[src/rtl/learnt_clause_builder_if.sv]
// Handshake and result bus between the var_state array, the learnt clause builder and its consumer.
// The master side drives the start/snapshot/ready inputs; the slave side (the builder) returns status and results.
interface learnt_clause_builder_if #(
  parameter int NUM_VARS    = 8,
  parameter int WIDTH_LVL   = 16,
  parameter int WIDTH_C_LEN = 4
);
  logic                          start_i;
  logic [2*NUM_VARS-1:0]         learnt_lits_i;
  logic [NUM_VARS*WIDTH_LVL-1:0] var_lvls_i;
  logic                          ready_i;
  logic                          busy_o;
  logic                          done_o;
  logic [2*NUM_VARS-1:0]         learnt_clause_o;
  logic [WIDTH_C_LEN-1:0]        lit_cnt_o;
  logic [WIDTH_LVL-1:0]          max_lvl_o;
  logic [WIDTH_LVL-1:0]          bkt_lvl_o;
  logic                          overflow_o;
  logic                          empty_o;

  modport master (
    output start_i, learnt_lits_i, var_lvls_i, ready_i,
    input  busy_o, done_o, learnt_clause_o, lit_cnt_o, max_lvl_o, bkt_lvl_o, overflow_o, empty_o
  );

  modport slave (
    input  start_i, learnt_lits_i, var_lvls_i, ready_i,
    output busy_o, done_o, learnt_clause_o, lit_cnt_o, max_lvl_o, bkt_lvl_o, overflow_o, empty_o
  );
endinterface

[src/rtl/learnt_clause_builder.sv]
// Snapshots learnt literals/levels, scans one variable per cycle; done_o rises NUM_VARS+1 cycles after start_i.
// Result is held in DONE until ready_i; start_i is ignored while busy.
module learnt_clause_builder #(
  parameter int NUM_VARS    = 8,
  parameter int WIDTH_LVL   = 16,
  parameter int WIDTH_C_LEN = 4
) (
  input logic                  clk,
  input logic                  rst,
  learnt_clause_builder_if.slave bus
);
  localparam int IDX_W = (NUM_VARS > 1) ? $clog2(NUM_VARS) : 1;

  typedef enum logic [1:0] {IDLE, SCAN, DONE} state_t;
  state_t state, state_nxt;

  logic [2*NUM_VARS-1:0]         snap_lits;
  logic [NUM_VARS*WIDTH_LVL-1:0] snap_lvls;
  logic [IDX_W-1:0]              idx;
  logic [WIDTH_LVL-1:0]          max_q, sec_q, max_nxt, sec_nxt;
  logic [WIDTH_C_LEN-1:0]        cnt_q, cnt_nxt;
  logic                          ovf_q, ovf_nxt;
  logic [1:0]                    cur_lit;
  logic [WIDTH_LVL-1:0]          cur_lvl;
  logic                          last;

  // Result registers are loaded only on the final scan step so they stay stable outside DONE.
  logic [2*NUM_VARS-1:0]         clause_r;
  logic [WIDTH_C_LEN-1:0]        cnt_r;
  logic [WIDTH_LVL-1:0]          max_r, bkt_r;
  logic                          ovf_r, empty_r;

  assign cur_lit = snap_lits[2*idx +: 2];
  assign cur_lvl = snap_lvls[idx*WIDTH_LVL +: WIDTH_LVL];
  assign last    = (idx == IDX_W'(NUM_VARS-1));

  always_ff @(posedge clk or negedge rst) begin
    if (!rst) state <= IDLE;
    else      state <= state_nxt;
  end

  always_comb begin
    state_nxt = state;
    case (state)
      IDLE:    if (bus.start_i) state_nxt = SCAN;
      SCAN:    if (last)        state_nxt = DONE;
      DONE:    if (bus.ready_i) state_nxt = IDLE;
      default: state_nxt = IDLE;
    endcase
  end

  // Equal levels fall into the second branch, so a tie at the top leaves second == max.
  always_comb begin
    max_nxt = max_q;
    sec_nxt = sec_q;
    cnt_nxt = cnt_q;
    ovf_nxt = ovf_q;
    if (cur_lit != 2'b00) begin
      if (cur_lvl > max_q) begin
        sec_nxt = max_q;
        max_nxt = cur_lvl;
      end else if (cur_lvl > sec_q) begin
        sec_nxt = cur_lvl;
      end
      if (cnt_q == '1) ovf_nxt = 1'b1;
      else             cnt_nxt = cnt_q + 1'b1;
    end
  end

  always_ff @(posedge clk or negedge rst) begin
    if (!rst) begin
      snap_lits <= '0;
      snap_lvls <= '0;
      idx       <= '0;
      max_q     <= '0;
      sec_q     <= '0;
      cnt_q     <= '0;
      ovf_q     <= 1'b0;
      clause_r  <= '0;
      cnt_r     <= '0;
      max_r     <= '0;
      bkt_r     <= '0;
      ovf_r     <= 1'b0;
      empty_r   <= 1'b0;
    end else begin
      case (state)
        IDLE: begin
          if (bus.start_i) begin
            snap_lits <= bus.learnt_lits_i;
            snap_lvls <= bus.var_lvls_i;
            idx       <= '0;
            max_q     <= '0;
            sec_q     <= '0;
            cnt_q     <= '0;
            ovf_q     <= 1'b0;
          end
        end
        SCAN: begin
          idx   <= idx + 1'b1;
          max_q <= max_nxt;
          sec_q <= sec_nxt;
          cnt_q <= cnt_nxt;
          ovf_q <= ovf_nxt;
          if (last) begin
            clause_r <= snap_lits;
            cnt_r    <= cnt_nxt;
            max_r    <= max_nxt;
            bkt_r    <= (cnt_nxt >= WIDTH_C_LEN'(2)) ? sec_nxt : '0;
            ovf_r    <= ovf_nxt;
            empty_r  <= (cnt_nxt == '0);
          end
        end
        default: ;
      endcase
    end
  end

  assign bus.busy_o          = (state != IDLE);
  assign bus.done_o          = (state == DONE);
  assign bus.learnt_clause_o = clause_r;
  assign bus.lit_cnt_o       = cnt_r;
  assign bus.max_lvl_o       = max_r;
  assign bus.bkt_lvl_o       = bkt_r;
  assign bus.overflow_o      = ovf_r;
  assign bus.empty_o         = empty_r;
endmodule
[src/flat_wrapper.sv]
// flat-port wrapper written by rule: the top's interface ports become plain ports
module learnt_clause_builder_flat 
#(
  parameter int NUM_VARS    = 8,
  parameter int WIDTH_LVL   = 16,
  parameter int WIDTH_C_LEN = 4
)
  (clk, rst, bus_start_i, bus_learnt_lits_i, bus_var_lvls_i, bus_ready_i, bus_busy_o, bus_done_o, bus_learnt_clause_o, bus_lit_cnt_o, bus_max_lvl_o, bus_bkt_lvl_o, bus_overflow_o, bus_empty_o);
  learnt_clause_builder_if #(.NUM_VARS(NUM_VARS), .WIDTH_LVL(WIDTH_LVL), .WIDTH_C_LEN(WIDTH_C_LEN)) bus_i ();
  input logic clk;
  input logic rst;
  input wire logic [$bits(bus_i.start_i)-1:0] bus_start_i;
  input wire logic [$bits(bus_i.learnt_lits_i)-1:0] bus_learnt_lits_i;
  input wire logic [$bits(bus_i.var_lvls_i)-1:0] bus_var_lvls_i;
  input wire logic [$bits(bus_i.ready_i)-1:0] bus_ready_i;
  output wire logic [$bits(bus_i.busy_o)-1:0] bus_busy_o;
  output wire logic [$bits(bus_i.done_o)-1:0] bus_done_o;
  output wire logic [$bits(bus_i.learnt_clause_o)-1:0] bus_learnt_clause_o;
  output wire logic [$bits(bus_i.lit_cnt_o)-1:0] bus_lit_cnt_o;
  output wire logic [$bits(bus_i.max_lvl_o)-1:0] bus_max_lvl_o;
  output wire logic [$bits(bus_i.bkt_lvl_o)-1:0] bus_bkt_lvl_o;
  output wire logic [$bits(bus_i.overflow_o)-1:0] bus_overflow_o;
  output wire logic [$bits(bus_i.empty_o)-1:0] bus_empty_o;
  assign bus_i.start_i = bus_start_i;
  assign bus_i.learnt_lits_i = bus_learnt_lits_i;
  assign bus_i.var_lvls_i = bus_var_lvls_i;
  assign bus_i.ready_i = bus_ready_i;
  assign bus_busy_o = bus_i.busy_o;
  assign bus_done_o = bus_i.done_o;
  assign bus_learnt_clause_o = bus_i.learnt_clause_o;
  assign bus_lit_cnt_o = bus_i.lit_cnt_o;
  assign bus_max_lvl_o = bus_i.max_lvl_o;
  assign bus_bkt_lvl_o = bus_i.bkt_lvl_o;
  assign bus_overflow_o = bus_i.overflow_o;
  assign bus_empty_o = bus_i.empty_o;
  learnt_clause_builder #(.NUM_VARS(NUM_VARS), .WIDTH_LVL(WIDTH_LVL), .WIDTH_C_LEN(WIDTH_C_LEN)) u_core (.clk(clk), .rst(rst), .bus(bus_i));
endmodule
[config.mk]
export PLATFORM = sky130hd
export DESIGN_NAME = learnt_clause_builder_flat
export DESIGN_NICKNAME = d
export VERILOG_FILES = /design/src/rtl/learnt_clause_builder_if.sv /design/src/rtl/learnt_clause_builder.sv /design/src/flat_wrapper.sv
export SDC_FILE = /design/constraint.sdc
export NUM_CORES = 1
export LEC_CHECK = 0
export CAP_MARGIN = 20
export CORE_AREA = 2 2 146 148
export CTS_CLUSTER_SIZE = 16
export DETAILED_ROUTE_END_ITERATION = 8
export DIE_AREA = 0 0 148 150
export MAX_ROUTING_LAYER = met4
export PLACE_DENSITY = 0.83
export SYNTH_ARGS = -nofsm -noshare
export SYNTH_HDL_FRONTEND = slang
export SYNTH_SLANG_ARGS = --single-unit
[constraint.sdc]
create_clock -name clk -period 8.2 [get_ports clk]
set_input_delay 1.64 -clock clk [delete_from_list [all_inputs] [get_ports clk]]
set_output_delay 1.64 -clock clk [all_outputs]
set_load 0.01 [all_outputs]
# [Word-level counts from Yosys, hierarchy flattened]
# Cells that the tools add are included.
# W data, S select, Z words.
[classes] n_lt_le_gt_ge=3 reduce_logical=9 add_sub_neg=2 n_mux=23 shifts=2 n_eq_ne=7
[ops] op="$shiftx A128 B8 Y16" n=1
[ops] op="$mux W16" n=7
[ops] op="$pmux W16 S2" n=2
[ops] op="$gt A16 B16 Y1" n=2
[ops] op="$shiftx A16 B5 Y2" n=1
[ops] op="$mux W4" n=3
[ops] op="$pmux W4 S2" n=1
[ops] op="$mux W2" n=3
[ops] op="$pmux W2 S3" n=1
[ops] op="$pmux W3 S2" n=1
[ops] op="$reduce_and A2 Y1" n=3
[ops] op="$reduce_bool A2 Y1" n=3
[ops] op="$add A4 B1 Y4 const B" n=1
[ops] op="$eq A4 B4 Y1 const B" n=1
[ops] op="$ge A4 B2 Y1 const B" n=1
[ops] op="$logic_not A4 Y1" n=1
[ops] op="$ne A2 B2 Y1 const B" n=2
[ops] op="$add A3 B1 Y3 const B" n=1
[ops] op="$eq A3 B3 Y1 const B" n=1
[ops] op="$mux W1" n=3
[ops] op="$mux W3" n=1
[ops] op="$reduce_and A3 Y1" n=1
[ops] op="$eq A2 B1 Y1 const B" n=1
[ops] op="$eq A2 B2 Y1 const B" n=1
[ops] op="other kinds (3)" n=3
[word_totals] regBits=240 input_bits=148 output_inout_bits=56 word_cells=60

# [Logic depth before layout (Yosys ltp)]
# Gate-level depths: netlist of run 1.
[depth] depth_word=6 depth_mapped=14 depth_no_buf=11

# [Least setup slack after synthesis of run 1]
# OpenSTA, ideal clock, no wires.
[synth_path] kind="register to register" start="register u_core.idx[2]" end="register u_core.bkt_r[10], in the netlist u_core.bus.bkt_lvl_o[10]" path_slack_ns=4.400 t_required_ns=8.070 synth_period_minus_slack_ns=3.800 path_stages_with_launch=15 t_arrival_ns=3.669 setup_ns=0.130 n_path_buf=3 path_cell_list="dfrtp_1 clkbuf_1 clkbuf_1 mux4_2 mux2i_1 inv_1 ha_1 nand4_1 or4_1 nor3_4 nor2_1 and2_1 clkbuf_2 o21ai_0 a21oi_1"
[synth_between] elab_chain_cells=6 elab_cells_between_ends=13 classes_between="order compare: 3; eq/ne: 1; shift: 2; mux: 5; reduce/logical: 2"
[synth_lines] item="start: declaration" line_no="learnt_clause_builder.sv:19" rtl="logic [IDX_W-1:0] idx;"
[synth_lines] item="start signal: assignment" line_no="learnt_clause_builder.sv:99" rtl="idx <= idx + 1'b1;"
[synth_lines] item="$shiftx A128 B8 Y16" line_no="learnt_clause_builder.sv:34" rtl="assign cur_lvl = snap_lvls[idx*WIDTH_LVL +: WIDTH_LVL];"
[synth_lines] item="$gt A16 B16 Y1" line_no="learnt_clause_builder.sv:62" rtl="end else if (cur_lvl > sec_q) begin"
[synth_lines] item="$mux W16" line_no="learnt_clause_builder.sv:62"
[synth_lines] item="$mux W16" line_no="learnt_clause_builder.sv:59" rtl="if (cur_lvl > max_q) begin"
[synth_lines] item="$mux W16" line_no="learnt_clause_builder.sv:58" rtl="if (cur_lit != 2'b00) begin"
[synth_lines] item="$mux W16" line_no="learnt_clause_builder.sv:108" rtl="bkt_r <= (cnt_nxt >= WIDTH_C_LEN'(2)) ? sec_nxt : '0;"
[synth_lines] item="end signal: assignment" line_no="learnt_clause_builder.sv:108"
[synth_lines] item="end: declaration" line_no="learnt_clause_builder.sv:30" rtl="logic [WIDTH_LVL-1:0] max_r, bkt_r;"
# Several ways; a longest one is shown, not always the timed one.
# A chain may end at the register's enable or synchronous reset.

# [Final worst setup path of run 1]
[layout_path] start="register u_core.idx[0]" end="register u_core.sec_q[15]"
[layout_between] elab_chain_cells=6 elab_cells_between_ends=9 classes_between="order compare: 2; shift: 2; mux: 4; reduce/logical: 1"
[layout_lines] item="$shiftx A128 B8 Y16" line_no="learnt_clause_builder.sv:34"
[layout_lines] item="$gt A16 B16 Y1" line_no="learnt_clause_builder.sv:62"
[layout_lines] item="$mux W16" line_no="learnt_clause_builder.sv:62"
[layout_lines] item="$mux W16" line_no="learnt_clause_builder.sv:59"
[layout_lines] item="$mux W16 *" line_no="learnt_clause_builder.sv:58"
[layout_lines] item="$pmux W16 S2 *" line_no="learnt_clause_builder.sv:86" rtl="case (state)"
[layout_lines] item="end signal: assignment" line_no="learnt_clause_builder.sv:101" rtl="sec_q <= sec_nxt;"
[layout_lines] item="end: declaration" line_no="learnt_clause_builder.sv:20" rtl="logic [WIDTH_LVL-1:0] max_q, sec_q, max_nxt, sec_nxt;"
# Every way passes the cells marked *; elsewhere a longest branch is shown, timed or not.

==> results of run 1 <==
-- cells by family (layout without fill, tap and decap cells) --
kind of cell | count (synthesis) | count (layout) | synth area share
and+or+nand+nor | 568 | 568 | 0.195
DFF | 240 | 240 | 0.518
AOI/OAI and AO/OA | 222 | 222 | 0.110
buffers and inverters | 117 | 297 | 0.0417
muxes | 68 | 68 | 0.0975
adders and majority gates | 35 | 35 | 0.0377
xor gates and xnor gates | 1 | 1 | 0.000755
other | 0 | 1 | 0
-- stage by stage --
step                cells  worst slack (ns)  instance area (µm²)  power [mW]  hold WS [ns]
finish               1707              3.08                14700        6.73         0.468
global route         1707              2.79                14700        7.20         0.493
CTS                  1705              3.08                14600        6.70         0.473
detailed placement   1659              3.12                13700        5.40         0.458
global placement     1659              3.25                13700        5.26         0.453
floorplan            1251              4.40                11600        4.43         0.440
-- synth_stat cells (2+ instances only) --
master	count
a21oi_1	119
a221oi_1	2
a22oi_1	15
a31oi_1	3
and2_1	2
buf_1	3
buf_2	11
buf_4	4
buf_6	2
clkbuf_1	58
dfrtp_1	240
ha_1	35
inv_1	38
mux2_2	30
mux2i_1	5
mux4_2	33
nand2_1	476
nand2b_1	4
nand3_1	27
nand4_1	7
nor2_1	27
nor2b_1	4
nor3_1	15
o211ai_1	2
o21ai_0	64
o31ai_1	2
or3b_1	2
-- state kept, by name, indices dropped and copies added, names as in the netlist --
name and flops:
u_core.max_q 16, u_core.sec_q 16, u_core.cnt_q 4, u_core.bus.empty_o 1, u_core.idx 3, u_core.ovf_q 1, u_core.snap_lvls 128, u_core.bus.lit_cnt_o 4
u_core.bus.max_lvl_o 16, u_core.snap_lits 16, u_core.bus.overflow_o 1, u_core.bus.bkt_lvl_o 16, u_core.state 2, u_core.bus.learnt_clause_o 16
-- per-layer routing --
metal	share of wire	track usage	vias to the layer above
met5	0	-	-
met4	0.033	0.0938	0
met3	0.066	0.0412	79
met2	0.49	0.469	432
met1	0.41	0.393	4752
li1	-	-	4520
-- where the power goes --
group          switching, mW  total, mW  internal (mW)
Sequential             0.422       2.14           1.71
Combinational           1.97       3.35           1.38
Clock                  0.477       1.25          0.768
Total                   2.87       6.73           3.87
-- layout make-up --
cell class                 instances  share of cell area
antenna                            1            0.000171
clock buffer                      36              0.0489
clock inverter                    10              0.0131
inverter                          38             0.00973
multi-input combinational        894               0.349
sequential                       240               0.410
tap                              275              0.0235
timing repair buffer             213               0.145
-- worst max-delay path by stage --
stage                     slack, ns                       end  cells past startpoint          start
after floorplan                4.40  u_core.bus.bkt_lvl_o[10]                     14  u_core.idx[2]
after global placement         3.25   u_core.bus.bkt_lvl_o[9]                     10  u_core.idx[0]
after detailed placement       3.12          u_core.sec_q[15]                     10  u_core.idx[0]
after CTS                      3.08          u_core.sec_q[15]                     10  u_core.idx[0]
after global routing           2.79  u_core.bus.bkt_lvl_o[10]                     10  u_core.idx[0]
final                          3.08          u_core.sec_q[15]                     10  u_core.idx[0]
-- tightest hold or removal path, delay by kind of cell (launching register included) --
family           cells  cell delay [ns]
and+or+nand+nor      2             0.10
DFF                  1             0.34
==> impl_metrics.py, run 1 <==
metrics = {
    "worst_hold_path": {
        "hp-class": "register to register",
        "min_to": "u_core.snap_lvls[54]",
        "min_from": "u_core.snap_lvls[54]",
        "whs_path_depth": 2,
    },
    "outcome": {
        "status": "completed",
    },
    "logic_synthesis": {
        "synth_ff_type": "dfrtp_1",
        "ys_types": 48,
        "yosysSeqAreaShare": 0.518,
        "netlist.top_cell.by_area": "dfrtp_1",
        "synth_area_leaders": "dfrtp_1 52%, nand2_1 15%, mux4_2 6.4%",
        "synth-async-reset-ratio": 1.00,
        "avgSynthCellArea_um2": 9.27,
        "synth_top_area_share": 0.518,
        "postSynthCellCount": 1251,
        "synth_seq_cells": 240,
        "synth_edf_count": 0,
        "syn_nets": 1434,
        "synth_area_um2": 11600,
        "yosys_warnings": 0,
    },
    "place": {
        "io_buffer_count": 203,
        "dp_hpwl_um": 20500,
        "gp_routability_congestion": 0.868,
    },
    "grt": {
        "grtUsageTotal": 0.293,
        "grt_pass1_vias": 9719,
        "grt_max_degree": 116,
        "antenna_found_initial": 1,
        "grt_pass1_wl_um": 50300,
        "gr-total-overflow": 0,
    },
    "timing": {
        "rsz0062_at_grt": "no",
        "fin_crit_ns": 5.12,
        "fin_crit_sh": 0.625,
        "hold_violations": 0,
        "setup_viol": 0,
        "clock_skew_ns": 0.0264,
        "slew_violations": 0,
        "maxSlewHeadroom": 0.306,
        "max_freq_mhz": 195,
        "setup_tns_ns": 0,
        "worst_pin_slew_ns": 1.04,
    },
    "detailed_routing": {
        "wl_per_cell_um": 18.2,
        "first_iter_violations": 933,
        "dr.pass1.iters": 8,
        "ant_nets": 0,
        "routed_wirelength_um": 31100,
        "vias": 9783,
        "drc_errors": 0,
        "vias_per_cell": 5.73,
    },
    "worst_setup_path": {
        "crit_slowest_cell": "o211ai_2",
        "crit_buf_inv": 1,
        "worstPathRequired_ns": 8.64,
        "cp.arrival_ns": 5.56,
        "r2r_cells": 10,
        "timing.rr.end": "u_core.sec_q[15]",
        "reg2reg_slack_ns": 3.08,
        "slowest_delay_ns": 0.73,
        "crit_type": "register to register",
        "start_kind": "register",
        "cp_top_family": "simple AND/OR/NAND/NOR gates",
        "cp-end-kind": "register",
        "reg2reg_from": "u_core.idx[0]",
        "critPathMaxFanout": 24,
        "cp_cell_sequence": "buf_4 -> mux4_2 -> mux2_2 -> ha_1 -> nand4_1 -> or4_1 -> o211ai_2 -> and2_1 -> o21ai_0 -> a21oi_1",
    },
    "cts": {
        "clk_latency_ns": 0.55,
        "clock_sinks": 240,
        "clk_pin_slew_ns": 0.06,
        "cts_buffers": 25,
        "postCtsHoldBufs": 0,
        "root_buffer": "clkbuf_16",
        "postCtsResizedCells": 0,
        "h-tree-depth": 1,
        "cts_buffer_depth": 3,
        "cts_setup_buffers": 0,
        "cts_tree": "built",
    },
    "layout": {
        "fin_util": 0.709,
        "final_nets": 1595,
        "drive_above_1_share": 0.0874,
        "regArea_um2": 6010,
        "multi_input_area_um2": 5120,
        "final_cell_mix": "474 x nand2_1, 238 x dfrtp_1, 202 x clkdlybuf4s50_1",
        "syn_to_final_growth_pct": 26.4,
        "fillers": 1517,
        "final_common_cell": "nand2_1",
    },
    "floorplan": {
        "die_w_um": 148,
        "dieArea_um2": 22200,
        "rows": 53,
        "io_pins": 204,
        "die_y_um": 150,
        "start_util": 0.561,
        "coreArea_um2": 20700,
    },
    "power_and_ir_drop": {
        "irDropWorstVdd_mv": 0.354,
        "power.leakage_nw": 6.85,
        "powerDensity_nw_per_um2": 459,
    },
    "job": {
        "cap_viol_max_count": 0,
    },
}
No activity file was read; power rests on OpenSTA's default activity.
==> inputs of run 2 (changes only) <==
- CORE_AREA: 2 2 146 148 -> 2 2 151 153
- DIE_AREA: 0 0 148 150 -> 0 0 153 155
- PLACE_DENSITY: 0.83 -> 0.78
- clock period: 8.2 -> 4.8 ns (I/O delays scaled with it)
==> run 2 against run 1 <==
Routed wire length decreased by 0.74%. Setup slack got worse by 2.6 ns. Via count decreased by 0.96%. Non-clock buffer count increased by 6.
==> impl_metrics.py, run 2 (synthesis gave the netlist of run 1 again) <==
metrics = {
    "worst_setup_path": {
        "cp-startpoint": "u_core.idx[0]",
        "cp-end-kind": "register",
        "reg2reg_from": "u_core.idx[0]",
        "start_kind": "register",
        "cp.arrival_ns": 4.67,
        "crit_type": "register to register",
        "worstPathRequired_ns": 5.19,
        "critPathMaxFanout": 24,
    },
    "place": {
        "gp_routability_congestion": 0.944,
        "dp_hpwl_um": 21500,
        "preCtsSetupSlack_ns": 0.535,
        "io_buffer_count": 203,
    },
    "timing": {
        "setup_viol": 0,
        "rsz0062_at_grt": "no",
        "maxSlewHeadroom": 0.295,
        "fin_ws_ns": 0.515,
        "fin_crit_ns": 4.28,
        "worst_pin_slew_ns": 1.05,
        "hold_violations": 0,
        "max_freq_mhz": 233,
        "fin_crit_sh": 0.893,
        "clock_skew_ns": 0.0170,
        "setup_tns_ns": 0,
        "slew_violations": 0,
    },
    "floorplan": {
        "die_w_um": 153,
        "rows": 55,
        "dieArea_um2": 23700,
        "io_pins": 204,
        "die_y_um": 155,
        "start_util": 0.522,
        "coreArea_um2": 22200,
    },
    "cts": {
        "clk_latency_ns": 0.53,
        "clock_sinks": 240,
        "postCtsResizedCells": 0,
        "h-tree-depth": 1,
        "cts_buffers": 24,
        "postCtsHoldBufs": 0,
        "root_buffer": "clkbuf_16",
        "cts_tree": "built",
        "clk_pin_slew_ns": 0.06,
        "cts_setup_buffers": 0,
        "cts_buffer_depth": 3,
    },
    "detailed_routing": {
        "dr.pass1.iters": 5,
        "ant_nets": 0,
        "first_iter_violations": 950,
        "vias": 9689,
        "wl_per_cell_um": 17.9,
        "routed_wirelength_um": 30900,
        "vias_per_cell": 5.63,
        "drc_errors": 0,
    },
    "power_and_ir_drop": {
        "irDropWorstVdd_mv": 0.611,
        "power.leakage_nw": 6.89,
        "powerDensity_nw_per_um2": 780,
    },
    "grt": {
        "grtUsageTotal": 0.266,
        "grt_pass1_wl_um": 49600,
        "grt_max_degree": 127,
        "antenna_found_initial": 2,
        "gr-total-overflow": 0,
        "grt_pass1_vias": 9656,
    },
    "layout": {
        "final_common_cell": "nand2_1",
        "largest_reg_flops": 128,
        "final_nets": 1600,
        "regMostFlops": "u_core.snap_lvls",
        "syn_to_final_growth_pct": 27.1,
        "final_cell_mix": "474 x nand2_1, 238 x dfrtp_1, 202 x clkdlybuf4s50_1",
        "drive_above_1_share": 0.0907,
        "fillers": 1709,
    },
    "worst_hold_path": {
        "min_from": "u_core.snap_lvls[118]",
        "hp-class": "register to register",
    },
    "outcome": {
        "status": "completed",
    },
    "job": {
        "cap_viol_max_count": 0,
    },
}
[run 2: metrics by stage]
step	instances	instance area, µm²	util	hold slack, ns	power [mW]
global route	1721	14700	0.664	0.497	12.4
finish	1721	14700	0.664	0.474	11.5
floorplan	1251	11600	-	0.440	7.56
detailed placement	1676	13900	0.624	0.457	9.37
CTS	1719	14700	0.663	0.475	11.5
global placement	1675	13800	0.623	0.453	9.16
[run 2: worst paths after layout]
path | end | slack [ns] | cells after the start
worst min-delay path | u_core.snap_lvls[118] | 0.47 | 2
min in group asynchronous | u_core.snap_lvls[103] | 0.50 | 1
worst max-delay path | u_core.bus.bkt_lvl_o[2] | 0.52 | 11
max in group asynchronous | u_core.bus.max_lvl_o[3] | 3.25 | 2
worst min register to register | u_core.snap_lvls[118] | 0.47 | 2
worst max register to register | u_core.bus.bkt_lvl_o[2] | 0.52 | 11
[run 2: report_power, final]
part / switching, mW / leakage (nW) / total (mW) / internal [mW]
Combinational: 3.36 / 3.43 / 5.83 / 2.46
Clock: 0.787 / 0.426 / 2.06 / 1.27
Sequential: 0.686 / 3.03 / 3.62 / 2.93
[run 2: routing by layer]
| metal | wire (µm) | GRT usage | vias to the layer above |
|---|---|---|---|
| met4 | 993 | 0.0922 | 0 |
| met1 | 13100 | 0.360 | 4706 |
| met3 | 1850 | 0.0287 | 63 |
| met2 | 14900 | 0.427 | 395 |
| li1 | - | - | 4525 |
| met5 | 0 | - | - |
[run 2: area by class of cell]
type,count,area (µm²),share of cell area
antenna,2,5.00,0.000339
clock buffer,30,643,0.0436
multi-input combinational,894,5120,0.347
clock inverter,13,229,0.0155
tap,285,357,0.0242
inverter,38,143,0.00967
timing repair buffer,219,2240,0.152
sequential,240,6010,0.407
[run 2: worst max-delay path, cell delays in order (launching register included)]
cell	delay [ns]
dfrtp_2	0.68
buf_12	0.28
mux4_2	0.52
mux2_2	0.31
ha_1	0.32
nand4_1	0.13
or4_1	0.63
nor3_4	0.21
nor2_1	0.11
and2_1	0.43
o21ai_0	0.36
a21oi_1	0.11
==> inputs of run 3 (changes only) <==
- CTS_CLUSTER_SIZE: 16 -> unset
==> results of run 3 <==
No change in the layout: final DEF, timing and power equal those of run 2.
